**src/rtl/ex_mem_pkg.sv**
```systemverilog
// Shared widths, reset constants and stall bit indices for the EX/MEM pipeline register.
// The EX-stage payload is bundled as one struct so bubble/hold apply to all fields at once.
package ex_mem_pkg;

    localparam int unsigned RegBus       = 32;
    localparam int unsigned RegAddrBus   = 5;
    localparam int unsigned AluOpBus     = 8;
    localparam int unsigned DoubleRegBus = 64;

    localparam logic                  RstEnable    = 1'b1;
    localparam logic                  WriteDisable = 1'b0;
    localparam logic [RegBus-1:0]     ZeroWord     = '0;
    localparam logic [RegAddrBus-1:0] NOPRegAddr   = '0;
    localparam logic [AluOpBus-1:0]   EXE_NOP_OP   = 8'b0000_0000;

    localparam int unsigned STALL_EX  = 3;
    localparam int unsigned STALL_MEM = 4;

    typedef struct packed {
        logic                  we;
        logic [RegAddrBus-1:0] w_reg_addr;
        logic [RegBus-1:0]     wdata;
        logic                  whilo;
        logic [RegBus-1:0]     hi;
        logic [RegBus-1:0]     lo;
        logic [AluOpBus-1:0]   aluop;
        logic [RegBus-1:0]     mem_addr;
        logic [RegBus-1:0]     reg2;
    } mem_stage_t;

    function automatic mem_stage_t mem_bubble();
        mem_stage_t b;
        b.we         = WriteDisable;
        b.w_reg_addr = NOPRegAddr;
        b.wdata      = ZeroWord;
        b.whilo      = 1'b0;
        b.hi         = ZeroWord;
        b.lo         = ZeroWord;
        b.aluop      = EXE_NOP_OP;
        b.mem_addr   = ZeroWord;
        b.reg2       = ZeroWord;
        return b;
    endfunction

endpackage

```
**src/rtl/ex_mem.sv**
```systemverilog
// EX/MEM pipeline register with stall/flush handling.
// Define MADD_TEMP_EN to add the madd/msub partial-product and step-counter feedback to EX.
module ex_mem
    import ex_mem_pkg::*;
(
    input  logic                    clk,
    input  logic                    rst,
    input  logic [5:0]              stall,
    input  logic                    flush,
    input  logic                    ex_we_i,
    input  logic [RegAddrBus-1:0]   ex_w_reg_addr_i,
    input  logic [RegBus-1:0]       ex_wdata_i,
    input  logic                    ex_whilo_i,
    input  logic [RegBus-1:0]       ex_hi_i,
    input  logic [RegBus-1:0]       ex_lo_i,
    input  logic [AluOpBus-1:0]     ex_aluop_i,
    input  logic [RegBus-1:0]       ex_mem_addr_i,
    input  logic [RegBus-1:0]       ex_reg2_i,
`ifdef MADD_TEMP_EN
    input  logic [DoubleRegBus-1:0] ex_hilo_temp_i,
    input  logic [1:0]              ex_cnt_i,
    output logic [DoubleRegBus-1:0] hilo_temp_o,
    output logic [1:0]              cnt_o,
`endif
    output logic                    mem_we_o,
    output logic [RegAddrBus-1:0]   mem_w_reg_addr_o,
    output logic [RegBus-1:0]       mem_wdata_o,
    output logic                    mem_whilo_o,
    output logic [RegBus-1:0]       mem_hi_o,
    output logic [RegBus-1:0]       mem_lo_o,
    output logic [AluOpBus-1:0]     mem_aluop_o,
    output logic [RegBus-1:0]       mem_mem_addr_o,
    output logic [RegBus-1:0]       mem_reg2_o
);

    mem_stage_t ex_fields;
    mem_stage_t mem_q;

    // Only the EX and MEM stall bits matter to this stage.
    logic unused_stall;
    assign unused_stall = ^{stall[5], stall[2:0]};

    assign ex_fields.we         = ex_we_i;
    assign ex_fields.w_reg_addr = ex_w_reg_addr_i;
    assign ex_fields.wdata      = ex_wdata_i;
    assign ex_fields.whilo      = ex_whilo_i;
    assign ex_fields.hi         = ex_hi_i;
    assign ex_fields.lo         = ex_lo_i;
    assign ex_fields.aluop      = ex_aluop_i;
    assign ex_fields.mem_addr   = ex_mem_addr_i;
    assign ex_fields.reg2       = ex_reg2_i;

`ifdef MADD_TEMP_EN
    logic [DoubleRegBus-1:0] hilo_temp_q;
    logic [1:0]              cnt_q;
`endif

    // Priority: reset, flush, bubble (EX stalled, MEM running), advance; otherwise hold.
    always_ff @(posedge clk) begin
        if (rst == RstEnable || flush) begin
            mem_q       <= mem_bubble();
`ifdef MADD_TEMP_EN
            hilo_temp_q <= '0;
            cnt_q       <= '0;
`endif
        end else if (stall[STALL_EX] && !stall[STALL_MEM]) begin
            mem_q       <= mem_bubble();
`ifdef MADD_TEMP_EN
            hilo_temp_q <= ex_hilo_temp_i;
            cnt_q       <= ex_cnt_i;
`endif
        end else if (!stall[STALL_EX]) begin
            mem_q       <= ex_fields;
`ifdef MADD_TEMP_EN
            hilo_temp_q <= '0;
            cnt_q       <= '0;
`endif
        end
    end

`ifdef MADD_TEMP_EN
    assign hilo_temp_o = hilo_temp_q;
    assign cnt_o       = cnt_q;
`endif

    assign mem_we_o         = mem_q.we;
    assign mem_w_reg_addr_o = mem_q.w_reg_addr;
    assign mem_wdata_o      = mem_q.wdata;
    assign mem_whilo_o      = mem_q.whilo;
    assign mem_hi_o         = mem_q.hi;
    assign mem_lo_o         = mem_q.lo;
    assign mem_aluop_o      = mem_q.aluop;
    assign mem_mem_addr_o   = mem_q.mem_addr;
    assign mem_reg2_o       = mem_q.reg2;

endmodule

```
**config.mk**
```make
export PLATFORM = sky130hd
export DESIGN_NAME = ex_mem
export DESIGN_NICKNAME = d
export VERILOG_FILES = /design/src/rtl/ex_mem_pkg.sv /design/src/rtl/ex_mem.sv
export SDC_FILE = /design/constraint.sdc
export NUM_CORES = 1
export LEC_CHECK = 0
export ABC_AREA = 1
export CELL_PAD_IN_SITES_DETAIL_PLACEMENT = 2
export CELL_PAD_IN_SITES_GLOBAL_PLACEMENT = 2
export CORE_AREA = 10 10 211 213
export DETAILED_ROUTE_END_ITERATION = 12
export DIE_AREA = 0 0 221 223
export PLACE_DENSITY = 0.88
export SETUP_SLACK_MARGIN = 0.05
export SLEW_MARGIN = 20
export SYNTH_ARGS = -nofsm -noshare
export SYNTH_HDL_FRONTEND = slang
export SYNTH_SLANG_ARGS = --single-unit
```
**constraint.sdc**
```tcl
create_clock -name clk -period 1.2 [get_ports clk]
set_input_delay 0.36 -clock clk [delete_from_list [all_inputs] [get_ports clk]]
set_output_delay 0.36 -clock clk [all_outputs]
set_load 0.005 [all_outputs]
```
==> results.json <==
{
  "rsz0062_at_grt": "true",
  "hold_depth": 5,
  "die_w_um": 221,
  "critPathLaunchType": "register",
  "port_buffers": 354,
  "clock_path_buffers": 2,
  "critPathBufInv": 1,
  "grt_use_total_pct": 15.3,
  "yosys.area.top_type": "dfxtp_1",
  "area_delta_synth_final_pct": 75.9,
  "status": "complete, but fails checks",
  "drt-total-wl_um": 42200,
  "ys_ff_latch": 175,
  "dpl_worst_slack_ns": -0.559,
  "holdPathEnd": "mem_reg2_o[6]$_SDFFE_PP0N_",
  "initial_utilization_pct": 19.6,
  "h-tree-depth": 4,
  "async_reset_ff_share_pct": 0,
  "globalplace.congestion": 0.745,
  "drive_above_1_share_pct": 28.9,
  "tightestPinTransition_ns": 0.265,
  "antenna_found_initial": 4,
  "place_area_sq_mm": 0.0121,
  "clock_latency_ns": 0.45,
  "synth_area_leaders": "dfxtp_1, nor2_1, inv_1",
  "cts_tree": "yes",
  "viasPerCell": 3.97,
  "slowest_stage": "dfxtp_4",
  "synthSimpleGateAreaFrac_pct": 33.3,
  "nNetsFinal": 1886,
  "dpl.hpwl_um": 26800,
  "ir_drop_v": 0.00100,
  "first_pass_iters": 4,
  "yosys.cell_count.top_type": "nor2_1",
  "slew_viol_final": 0,
  "cp_top_family": "flip-flops",
  "netlist_instances": 1287,
  "rr_worst_depth": 6,
  "clkSlewWorstSetupHoldPaths_ns": 0.08,
  "fill_cells": 4687,
  "synthAdderAreaFrac_pct": 0,
  "critPathKind": "register to output port",
  "worstHoldStart": "stall[3]",
  "cp-end-kind": "output port",
  "yosys_warnings": 0,
  "finalCritPeriodShare_pct": 109,
  "grt_pass1_wl_um": 59000,
  "critPathMaxFanout": 2,
  "synth_compound_area_share_pct": 0,
  "grt_pass1_vias": 10100,
  "clock_skew_ns": 0,
  "maxCapViolations": 0,
  "synth_top_family_by_area": "simple AND/OR/NAND/NOR gates",
  "ys_types": 8,
  "ys_seq_area_share_pct": 44.2,
  "slowest_delay_ns": 0.37,
  "grt_max_degree": 40,
  "regToRegStartpoint": "mem_wdata_o[26]$_SDFFE_PP0N_",
  "synth_edf_count": 0,
  "drtIter0Drc": 319,
  "finalSetupViolCount": 175,
  "yosys-top-cells-count": "nor2_1, inv_1, nand2_1",
  "grt-ovfl-total": 0,
  "timing.rr.end": "mem_wdata_o[26]$_SDFFE_PP0N_",
  "postRouteAntennaNets": 0,
  "max_slew_margin_pct": 82.3,
  "wl_per_cell_um": 18.8,
  "synth.area.mux_share_pct": 0,
  "failed_checks": "setup timing",
  "hp-class": "input port to register",
  "finalHoldViolCount": 0,
  "syn_nets": 1471,
  "power_leakage_nw": 7.87,
  "powerDensity_mw_per_mm2": 1010,
  "critPathRequiredTime_ns": 0.84,
  "finalWorstSetupSlack_ns": -0.104,
  "cp.arrival_ns": 0.94,
  "dieArea_sq_mm": 0.0493,
  "numCtsBuffers": 17,
  "synth_flop_cell": "dfxtp_1",
  "cts_sinks": 175,
  "fmax_mhz": 767,
  "io_pins": 359,
  "reg2reg_slack_ns": 0.16,
  "avgSynthCellArea_sq_um": 6.16,
  "crit_cells": 1,
  "cts-root-buf": "clkbuf_16",
  "die_h_um": 223,
  "final_area_sq_mm": 0.0139,
  "vias": 8923,
  "syn_area_sq_mm": 0.00793,
  "startpoint": "mem_lo_o[31]$_SDFFE_PP0N_",
  "synth_top_area_share_pct": 44.2,
  "core_area_sq_mm": 0.0404,
  "synthXorXnorAreaFrac_pct": 0,
  "fin_crit_ns": 1.30,
  "drc_errors": 0,
  "num_rows": 74,
  "crit_chain": "buf_6"
}
metal layers:
metal	track usage (%)	vias to the layer above	part of all wire [%]
met1	15.7	4320	39
met3	5.64	49	6.0
met5	0	-	0.047
met4	4.66	2	2.3
li1	-	4323	-
met2	28.3	229	53
flip-flops by register name, summed over array words and instances (netlist names):
signal,count
mem_we_o,1
mem_mem_addr_o,32
mem_lo_o,32
mem_reg2_o,32
mem_aluop_o,8
mem_wdata_o,32
mem_whilo_o,1
mem_hi_o,32
mem_w_reg_addr_o,5
kinds of logic after synthesis:
logic type | count (synthesis)
DFF | 175
and+or+nand+nor | 703
buffers and inverters | 409
cell usage in the layout, fill, tap and decap left out, types with 2 or more instances in the layout:
cell               n
nor2_2            13
buf_12            14
nand2_8            5
buf_8              4
buf_2              5
nor2_1           508
clkdlybuf4s50_1  175
bufinv_16          2
nor2_4             5
clkinvlp_4         2
dlymetal6s2s_1     2
buf_4             63
inv_1            350
nand2_1          175
dfxtp_2          174
buf_16             4
clkbuf_16         23
clkinv_2           2
diode_2            3
buf_6            177
clkbuf_1           7
final cells by class:
class,count,area (sq um),area share (%)
repair buffers,451,4880,35.0
flip-flops and latches,175,3720,26.7
multi-input cells,706,2800,20.1
inverters,351,1320,9.45
well taps,532,666,4.77
clock buffers,25,465,3.34
clock inverters,6,85.1,0.610
diodes,3,7.51,0.0538
what timing repair did:
item / CTS / global route
gates cloned: 4 / 9
hold buffers: 0 / 0
resized for setup: 1055 / 45
endpoints found under the setup margin: 350 / 306
buffers inserted: 30 / 21
pin swaps: 3 / 4
worst reg2reg max path, stage by stage, from the launching register on:
cell and delay [ns]:
dfxtp_2 0.33, buf_4 0.13, buf_4 0.12, nand2_1 0.09
inv_1 0.07, nor2_1 0.14, nor2_1 0.06
through the flow:
stage	total power [W]	hold slack (ns)	cells	TNS, ns	utilization, %
5_1_grt	0.0148	0.452	2249	-17.85	34.5
2_1_floorplan	0.00701	0.538	1287	0	-
3_3_place_gp	0.00815	0.526	2151	-87.76	30.0
3_5_place_dp	0.00825	0.547	2151	-90.30	30.0
6_report	0.0141	0.435	2249	-9.61	34.5
4_1_cts	0.0141	0.397	2216	-15.45	33.2
report_power, final:
group	switching, W	leakage (nW)	internal, W	total [W]
Clock	0.00248	0.261	0.00311	0.00559
Combinational	0.00110	6.11	0.00132	0.00242
Sequential	0.000125	1.50	0.00599	0.00612
Total	0.00370	7.87	0.0104	0.0141
how the worst max path moves through the flow:
| stage | to | slack (ns) |
|---|---|---|
| finish | mem_lo_o[31] | -0.10 |
| global route | mem_lo_o[31] | -0.14 |
| CTS | mem_hi_o[24] | -0.12 |
| detailed placement | mem_hi_o[4]$_SDFFE_PP0N_ | -0.56 |
| global placement | mem_reg2_o[12]$_SDFFE_PP0N_ | -0.51 |
| floorplan | mem_hi_o[12]$_SDFFE_PP0N_ | 0.13 |
(Power assumes the default switching activity.)
